`src/rtl/serial_subtractor_ctrl.sv`:
```
// serial_subtractor_ctrl: bit-serial WIDTH-bit subtractor (diff = a - b mod 2^WIDTH)
// built around one shared full_subtractor cell, processed LSB-first, one bit per clock.
//
// Ports:
//   clk    rising-edge clock
//   rst    synchronous active-high reset
//   start  request, accepted only while ready=1
//   a, b   minuend / subtrahend, sampled on the accepting edge only
//   ready  1 while idle (can accept start)
//   done   one-cycle pulse when diff/bout hold a new result
//   diff   a - b modulo 2^WIDTH, held until the next done
//   bout   final borrow out (1 when a < b unsigned)
//   ovf    signed overflow, present only when SUB_OVF_EN is defined
//
// Optional feature macro: SUB_OVF_EN (adds the ovf output and its capture logic).
//
// Latency: start accepted at edge E0 -> done high after edge E0+WIDTH, next start
// accepted at E0+WIDTH+2. All outputs are registered.

module serial_subtractor_ctrl #(
    parameter int unsigned WIDTH = 8
) (
    input  logic             clk,
    input  logic             rst,
    input  logic             start,
    input  logic [WIDTH-1:0] a,
    input  logic [WIDTH-1:0] b,
    output logic             ready,
    output logic             done,
    output logic [WIDTH-1:0] diff,
    output logic             bout
`ifdef SUB_OVF_EN
    ,
    output logic             ovf
`endif
);

    // Counter wide enough to hold WIDTH, never narrower than one bit.
    localparam int unsigned CW = ($clog2(WIDTH + 1) < 1) ? 1 : $clog2(WIDTH + 1);
    localparam logic [CW-1:0] LAST = CW'(WIDTH - 1);

    typedef enum logic [1:0] {StIdle, StRun, StDone} state_e;

    state_e           state;
    logic [WIDTH-1:0] a_sh;
    logic [WIDTH-1:0] b_sh;
    logic [WIDTH-1:0] res_sh;
    logic             brw;
    logic [CW-1:0]    cnt;

    logic             cell_diff;
    logic             cell_bout;
    logic [WIDTH-1:0] res_next;

    full_subtractor u_cell (
        .a    (a_sh[0]),
        .b    (b_sh[0]),
        .bin  (brw),
        .diff (cell_diff),
        .bout (cell_bout)
    );

    // Result bits enter at the MSB and move right, so after WIDTH shifts the
    // first (LSB) difference bit sits at bit 0.
    generate
        if (WIDTH == 1) begin : g_res_w1
            assign res_next = cell_diff;
        end else begin : g_res_wn
            assign res_next = {cell_diff, res_sh[WIDTH-1:1]};
        end
    endgenerate

    always_ff @(posedge clk) begin
        if (rst) begin
            state  <= StIdle;
            a_sh   <= '0;
            b_sh   <= '0;
            res_sh <= '0;
            brw    <= 1'b0;
            cnt    <= '0;
            ready  <= 1'b1;
            done   <= 1'b0;
            diff   <= '0;
            bout   <= 1'b0;
`ifdef SUB_OVF_EN
            ovf    <= 1'b0;
`endif
        end else begin
            case (state)
                StIdle: begin
                    done <= 1'b0;
                    if (start) begin
                        a_sh  <= a;
                        b_sh  <= b;
                        brw   <= 1'b0;
                        cnt   <= '0;
                        ready <= 1'b0;
                        state <= StRun;
                    end
                end
                StRun: begin
                    a_sh   <= a_sh >> 1;
                    b_sh   <= b_sh >> 1;
                    res_sh <= res_next;
                    brw    <= cell_bout;
                    cnt    <= cnt + CW'(1);
                    if (cnt == LAST) begin
                        diff  <= res_next;
                        bout  <= cell_bout;
`ifdef SUB_OVF_EN
                        // brw is the borrow into the MSB on this last step.
                        ovf   <= brw ^ cell_bout;
`endif
                        done  <= 1'b1;
                        state <= StDone;
                    end
                end
                StDone: begin
                    done  <= 1'b0;
                    ready <= 1'b1;
                    state <= StIdle;
                end
                default: begin
                    done  <= 1'b0;
                    ready <= 1'b1;
                    state <= StIdle;
                end
            endcase
        end
    end

endmodule

// full_subtractor: one-bit subtract cell, diff = a - b - bin, bout = borrow out.
//   a, b, bin  operand bits and borrow in
//   diff, bout difference bit and borrow out
module full_subtractor (
    input  logic a,
    input  logic b,
    input  logic bin,
    output logic diff,
    output logic bout
);

    assign diff = a ^ b ^ bin;
    assign bout = (~a & b) | (~(a ^ b) & bin);

endmodule

```
`config.mk`:
```
export PLATFORM = sky130hd
export DESIGN_NAME = serial_subtractor_ctrl
export DESIGN_NICKNAME = d
export VERILOG_FILES = /design/src/rtl/serial_subtractor_ctrl.sv
export SDC_FILE = /design/constraint.sdc
export NUM_CORES = 1
export LEC_CHECK = 0
export ABC_AREA = 0
export CORE_MARGIN = 3
export CORE_UTILIZATION = 49
export DETAILED_ROUTE_END_ITERATION = 8
export PLACE_DENSITY_LB_ADDON = 0.15
export SYNTH_ARGS = -nofsm -noshare
export SYNTH_HDL_FRONTEND = slang
export SYNTH_SLANG_ARGS = --single-unit
```
`constraint.sdc`:
```
create_clock -name clk -period 2.2 [get_ports clk]
set_input_delay 0.44 -clock clk [delete_from_list [all_inputs] [get_ports clk]]
set_output_delay 0.44 -clock clk [all_outputs]
set_load 0.05 [all_outputs]
```
== Yosys cells after proc, flatten, opt, wreduce, memory -nomap -nowiden ==
Cells that the tools add are included.
Cells by class
  reduce and logical (&&, ||, !) cells: 7
  add/sub/neg operators: 1
  muxes and demuxes: 12
  bitwise gates (word level): 8
  equality and inequality tests: 4
Operators by type and width (count)
  one-hot mux 8 bit (2 select lines): 2
  two-way mux 8 bit: 2
  one-hot mux 4 bit (2 select lines): 1
  AND reduction 2 bit: 4
  adder 4 x 1 -> 4 bit (second input constant): 1
  == test 4 x 3 -> 1 bit (second input constant): 1
  two-way mux 2 bit: 2
  two-way mux 4 bit: 1
  != test 2 bit (second input constant): 2
  one-hot mux 1 bit (2 select lines): 2
  one-hot mux 2 bit (2 select lines): 1
  inverter 1 bit: 3
  bitwise AND 1 bit: 2
  == test 2 x 1 -> 1 bit (second input constant): 1
  zero test 2 bit: 1
  nonzero test 2 bit: 1
  OR reduction 2 bit: 1
  bitwise XOR 1 bit: 2
  two-way mux 1 bit: 1
  bitwise OR 1 bit: 1
Word-level totals
  input bits: 19
  register bits: 42
  output and inout bits: 11
  logic and storage cells: 42

== Depth between registers and ports, before layout ==
Gate-level depths: netlist of run 1.
  word-level depth: 5
  depth in mapped cells: 5
  gate-level depth less buffers: 4

== Modules after synthesis ==
Synthesis of run 1 repeated with hierarchy kept, for this count alone.
Unflattened totals
  cell total of the unflattened synthesis: 194
  area total of the unflattened synthesis: 1757.9 um^2
By module, submodules not included
  serial_subtractor_ctrl: cells each 190, instances 1, sequential area each 820.8 um^2, area each 1726.7 um^2
  full_subtractor: cells each 4, instances 1, sequential area each 0.0 um^2, area each 31.3 um^2

== Worst setup path after synthesis of run 1 ==
No wires, ideal clock.
  kind: register to register
  from: register cnt[0]
  to: register bout
  library setup time: 91 ps
  path buffers: 1
  stages on the path, launching flop included: 5
  required time: 2109 ps
  clock period less this slack: 1208 ps
  arrival: 1117 ps
  path slack: 992 ps
  cell sequence: dfxtp_1 > ha_1 > and3b_1 > buf_2 > a311oi_1
Between the ends
  longest elaborated chain between the ends: 2
RTL lines
  start: declaration: RTL line 49  | logic [CW-1:0] cnt;
  start signal: assignment: RTL line 106  | cnt <= cnt + CW'(1);
  == test 4 x 3 -> 1 bit: RTL line 107  | if (cnt == LAST) begin
  AND reduction 2 bit (no line)
  end signal: assignment: RTL line 109  | bout <= cell_bout;
  end: declaration: RTL line 31  | output logic bout
Every way passes these cells.
A chain may end at the register's enable or synchronous reset.

== Worst setup path after layout of run 1 ==
  from: register done
  to: output port done
RTL lines
  start: declaration: RTL line 29  | output logic done,
  start signal: assignment: RTL line 82  | done <= 1'b0;
  start signal: assignment: RTL line 91  | done <= 1'b0;
  start signal: assignment: RTL line 114  | done <= 1'b1;
No word-level cell between the ends.

==> results of run 1 <==
==> metrics by stage <==
step | setup WS (ns) | utilization | cells | area, µm²
6_report | 0.254 | 0.646 | 265 | 2070
5_1_grt | 0.196 | 0.646 | 265 | 2070
4_1_cts | 0.234 | 0.646 | 265 | 2070
3_5_place_dp | 0.282 | 0.619 | 257 | 1980
3_3_place_gp | 0.391 | 0.619 | 257 | 1980
2_1_floorplan | 0.992 | - | 197 | 1720
==> where the power goes <==
| part | switching, W | total (W) | internal, W |
|---|---|---|---|
| combinational | 0.0000937 | 0.000174 | 0.0000803 |
| clock | 0.000232 | 0.000504 | 0.000272 |
| sequential | 0.0000226 | 0.000797 | 0.000774 |
==> layout make-up <==
type | count | area share
sequential | 41 | 0.397
multi-input combinational | 138 | 0.374
timing repair buffer | 32 | 0.157
clock buffer | 7 | 0.0266
tap | 44 | 0.0266
clock inverter | 1 | 0.0145
inverter | 2 | 0.00363
==> layer usage <==
| layer | track usage | vias to the layer above | share of wire |
|---|---|---|---|
| li1 | - | 735 | - |
| met1 | 0.223 | 676 | 0.48 |
| met2 | 0.305 | 29 | 0.48 |
| met3 | 0.0462 | 5 | 0.036 |
| met4 | 0.0622 | 0 | 0.011 |
| met5 | 0 | - | 0 |
==> registers in the layout (all words and copies together) (netlist names) <==
signal  count
brw         1
done        1
a_sh        8
cnt         4
res_sh      7
ready       1
diff        8
state       2
b_sh        8
bout        1
==> cell families after synthesis <==
kind of cell | Yosys count
buf+inv | 18
simple gates | 71
fa+ha+maj | 2
compound gates | 65
flops | 41
==> layout by cell type (no fill, tap or decap), types with 2 or more instances in the layout <==
master,Yosys,layout
clkbuf_4,0,5
inv_1,2,2
buf_4,4,2
nor3_1,2,2
clkdlybuf4s50_1,0,29
a211oi_1,12,12
o21ai_0,8,8
a22oi_1,3,3
a21oi_1,31,31
nand2_1,32,32
nor2_1,20,20
a211oi_2,2,2
dfxtp_1,41,41
nand3_1,10,10
==> how the worst max path moves through the flow <==
stage,start,end,cells past startpoint
after detailed placement,start,b_sh[3],4
after CTS,done,done,1
after global routing,diff[2],diff[2],1
final,done,done,1
after global placement,start,b_sh[0],4
after floorplan,cnt[0],bout,4
==> summary.txt, run 1 <==
Syn nets = 218
Max incr delay on CP = 0.81 ns
RSZ-0062 raised after global routing = false
CP Launch Type = flop
Synth top cells by count = dfxtp_1 (41), nand2_1 (32), a21oi_1 (31)
Final Hold Violating Endpoints = 0
Crit Reg-Reg Endpoint = cnt[3]
Mux cell area share after synthesis = 0
Hold crit path type = reg -> reg
# IOs = 30
Synthesized-area fraction occupied by adder cells = 0.0190
Worst slew pin tran = 0.509 ns
First-pass GRT wire length = 6060 µm
Clk root buf = clkbuf_4
CTS H-tree depth = 2
Iteration-0 DRC Markers = 104
Vias in the first global route = 1,362
Slack of the worst reg-to-reg path = 0.60 ns
CTS tree = done
Hpwl dp = 2330 µm
Fin crit period = 1.95 ns
Via/cell ratio = 5.45
Final ANT Viol Nets = 0
Post-synth EDFFs = 0
Synth top area share = 0.478
Multi-input logic area = 774 µm²
GPL Wtd Cong = 0.734
Pwr/cell area = 713 nW/µm²
Cells on Worst Hold Path = 1
Cell variety after synth = 34
Routed vias = 1,445
Fin Setup TNS = 0 ns
FF+latch area = 821 µm²
Worst-skew pair later-pin latency = 0.34 ns
Data required time of the worst path = 1.76 ns
Hold Buf Count CTS = 0
Port bufs = 29
Clock Skew = 0.0100 ns
Xor and xnor area share after synthesis = 0
Post-CTS Resized = 0
Final worst path period share = 0.885
Core ar. = 3200 µm²
Commonest register cell after synthesis = dfxtp_1
Mean Syn Cell Area = 8.71 µm²
Fillers = 304
Compound-cell area share of the yosys netlist = 0.249
Largest net degree at the start of global routing = 42
Max VDD drop = 0.000689 V
Largest family of logic cells by synthesized area = compound AO/OA/AOI/OAI gates
CP max-delay cell = clkdlybuf4s50_1
Synth area leader = dfxtp_1
Synth warn = 0
Crit path kind = reg -> out
# clock sinks = 41
Worst slew margin = 0.659
FF-to-FF Start = state[0]
P&R area growth vs syn = 20.5%
Fraction of layout cells with a size suffix above 1 = 0.0724
Die area = 4250 µm²
Total power = 0.00147 W
GRT Overall Usage = 0.181
DRC = 0
Gr ovfl total = 0
Critical path endpoint category = output port
Bufs on Longest Clock Path = 2
Synth top area cells = dfxtp_1 (48%), a21oi_1 (9.0%), nand2_1 (7.0%), a211oi_1 (5.2%), nor2_1 (4.4%)
Setup bufs post-CTS = 0
CP bufs+invs = 1
Final Setup Violations = 0
Cell area after synthesis = 1720 µm²
Initial antenna violation count = 0
Initial Util = 0.536
Reg2reg path depth = 3
Asr flop ratio synth = 0
Synth Register Bits = 41
# diodes = 0
Nets = 241
Hold endpoint = ready
Family with the most delay on the worst path = buffers and inverters
P_leak = 0.734 nW
CP Cell Sequence = clkdlybuf4s50_1
CP arrival = 1.51 ns
Post-Syn Instances = 197
# rows = 20
Die Y-Extent = 65.2 µm
Maximum clock frequency = 514 MHz
Hold Slack = 0.471 ns
Wire per inst = 13.6 µm
Clock Pin Slew Worst Setup and Hold Paths = 0.11 ns
Critical path peak fanout = 2
HP Start = ready
Number of buffers created by CTS = 5
Simple-Gate Fraction of Synth Area = 0.181
Run status = completed
Count leader, synth = dfxtp_1
Count of final max-slew check failures = 0
DRT Pass-1 Iters = 5
MaxCap Viol Count = 0
Width of the die = 65.2 µm
Routed wire length = 3590 µm
Sequential element share of the synthesized area = 0.478
Note: power is estimated with default switching activity, not from simulation.
==> inputs of run 2 (changes only) <==
--- a/config.mk
+++ b/config.mk
@@ -12,4 +12,5 @@
 export PLACE_DENSITY_LB_ADDON = 0.15
 export SYNTH_ARGS = -nofsm -noshare
 export SYNTH_HDL_FRONTEND = slang
+export SYNTH_HIERARCHICAL = 1
 export SYNTH_SLANG_ARGS = --single-unit
==> summary.txt, run 2 <==
Max incr delay on CP = 0.81 ns
Post-synth EDFFs = 0
Die area = 4340 µm²
GRT Overall Usage = 0.196
RSZ-0062 raised after global routing = false
Bufs on Longest Clock Path = 2
Crit path kind = reg -> out
Cell Area, Placed = 2070 µm²
Slack of the worst reg-to-reg path = 0.55 ns
CP Launch Type = flop
Fin crit period = 1.97 ns
Count of final max-slew check failures = 0
Max VDD drop = 0.000524 V
Family with the most delay on the worst path = buffers and inverters
Worst slew pin tran = 0.635 ns
Data required time of the worst path = 1.76 ns
MaxCap Viol Count = 0
DRT Pass-1 Iters = 4
Cell variety after synth = 32
Clock Skew = 0.0130 ns
CP bufs+invs = 1
Worst-skew pair later-pin latency = 0.36 ns
CTS H-tree depth = 2
Synth area leader = dfxtp_1
Mean Syn Cell Area = 9.06 µm²
P&R area growth vs syn = 22.5%
Maximum clock frequency = 508 MHz
Iteration-0 DRC Markers = 69
P_leak = 0.769 nW
Critical path endpoint category = output port
Core ar. = 3390 µm²
# clock sinks = 41
Largest net degree at the start of global routing = 32
Final worst path period share = 0.895
CTS tree = done
Wire per inst = 13.9 µm
DRC = 0
CP arrival = 1.53 ns
Nets = 242
Cell area after synthesis = 1760 µm²
Critical Path Sink = diff[7]
CP max-delay cell = clkdlybuf4s50_1
Asr flop ratio synth = 0
First-pass GRT wire length = 6340 µm
Synth top cells by count = dfxtp_1 (41), nor2_1 (26), nand2b_1 (20)
Critical path peak fanout = 2
Hold Buf Count CTS = 0
# rows = 21
Post-Syn Instances = 194
Gr ovfl total = 0
Initial Util = 0.519
Final ANT Viol Nets = 0
Hold crit path type = reg -> reg
Sequential element share of the synthesized area = 0.467
Routed wire length = 3730 µm
Post-CTS Resized = 0
Run status = completed
Synth top area share = 0.467
Initial antenna violation count = 0
# diodes = 0
Syn nets = 215
Final Setup Violations = 0
Via/cell ratio = 5.32
Final Hold Violating Endpoints = 0
Fraction of layout cells with a size suffix above 1 = 0.0631
Finished Cell Area = 2150 µm²
Clock Pin Slew Worst Setup and Hold Paths = 0.12 ns
Top flop regs = a_sh (8), b_sh (8), diff (8)
Pwr/cell area = 713 nW/µm²
Synth top area cells = dfxtp_1 (47%), nand2b_1 (7.1%), nor2_1 (5.6%), mux2i_1 (5.1%), a211oi_1 (5.1%)
Setup bufs post-CTS = 0
Fin Setup TNS = 0 ns
Count leader, synth = dfxtp_1
FF-to-FF Start = cnt[0]
Crit Reg-Reg Endpoint = diff[4]
WP depth = 1
Port bufs = 29
Worst slew margin = 0.576
Synth warn = 6
Synth Register Bits = 41
Number of buffers created by CTS = 5
Vias in the first global route = 1,379
Die Y-Extent = 65.9 µm
Clk root buf = clkbuf_4
Hpwl dp = 2690 µm
GPL Wtd Cong = 0.803
Commonest register cell after synthesis = dfxtp_1
Critical path startpoint = diff[7]
Routed vias = 1,427
CP Cell Sequence = clkdlybuf4s50_1
Reg2reg path depth = 4
Commonest non-fill, non-tap cell in the layout = dfxtp_1
Width of the die = 65.9 µm
Most frequent cells in the layout = dfxtp_1 (41), clkdlybuf4s50_1 (29), nor2_1 (26), nand2b_1 (20), nand2_1 (18)
# IOs = 30
[run 2: cell types whose count changed after synthesis, sizes merged, moves of 8 or more]
cell     delta
a21oi      -22
mux2i       +9
o2bb2ai     +9
nand2b     +18
nand2      -14
o21ai       -8
[run 2: layer usage]
metal | up-vias | part of all wire | GRT usage | routed length [µm]
met5 | - | 0 | 0 | 0
met4 | 0 | 0.021 | 0.0907 | 77
met3 | 8 | 0.045 | 0.0680 | 166
met2 | 28 | 0.46 | 0.294 | 1720
met1 | 670 | 0.47 | 0.250 | 1760
li1 | 721 | - | - | -
[run 2: layout make-up]
type / count / area, µm²
repair buffers: 34 / 328
clock buffers: 7 / 55.1
multi-input cells: 134 / 843
well taps: 46 / 57.6
flip-flops and latches: 41 / 821
clock inverters: 1 / 30.0
inverters: 5 / 18.8
fillers: 301 / 1240
[run 2: stage by stage]
stage	utilization	total power (W)	cells	setup slack, ns	hold WS [ns]
after floorplan	-	0.000970	194	0.875	0.437
after global routing	0.635	0.00161	268	0.158	0.497
after CTS	0.635	0.00155	268	0.208	0.469
after detailed placement	0.610	0.00104	260	0.362	0.452
after global placement	0.610	0.00103	260	0.442	0.444
final	0.635	0.00154	268	0.231	0.467
[run 2: worst min path at each step]
stage	startpoint	end	slack (ns)	cells past startpoint
finish	res_sh[1]	res_sh[1]	0.47	2
global route	done	done	0.50	2
CTS	res_sh[1]	res_sh[1]	0.47	2
detailed placement	res_sh[1]	res_sh[1]	0.45	2
global placement	done	done	0.44	2
floorplan	res_sh[1]	res_sh[1]	0.44	2
[run 2: kinds of logic (layout without fill, tap and decap cells)]
logic type	count (synthesis)	in the layout	synth area share
flip-flops	41	41	0.467
adder cells (fa/ha/maj)	2	2	0.0185
AO/OA/AOI/OAI	43	43	0.182
buffers and inverters	19	47	0.0534
AND/OR/NAND/NOR	80	80	0.228
multiplexers	9	9	0.0512
[run 2: power by group]
part / leakage [nW] / internal [W] / switching [W]
clock: 0.0455 / 0.000271 / 0.000241
sequential: 0.335 / 0.000784 / 0.0000278
combinational: 0.388 / 0.000101 / 0.000111
total: 0.769 / 0.00116 / 0.000380
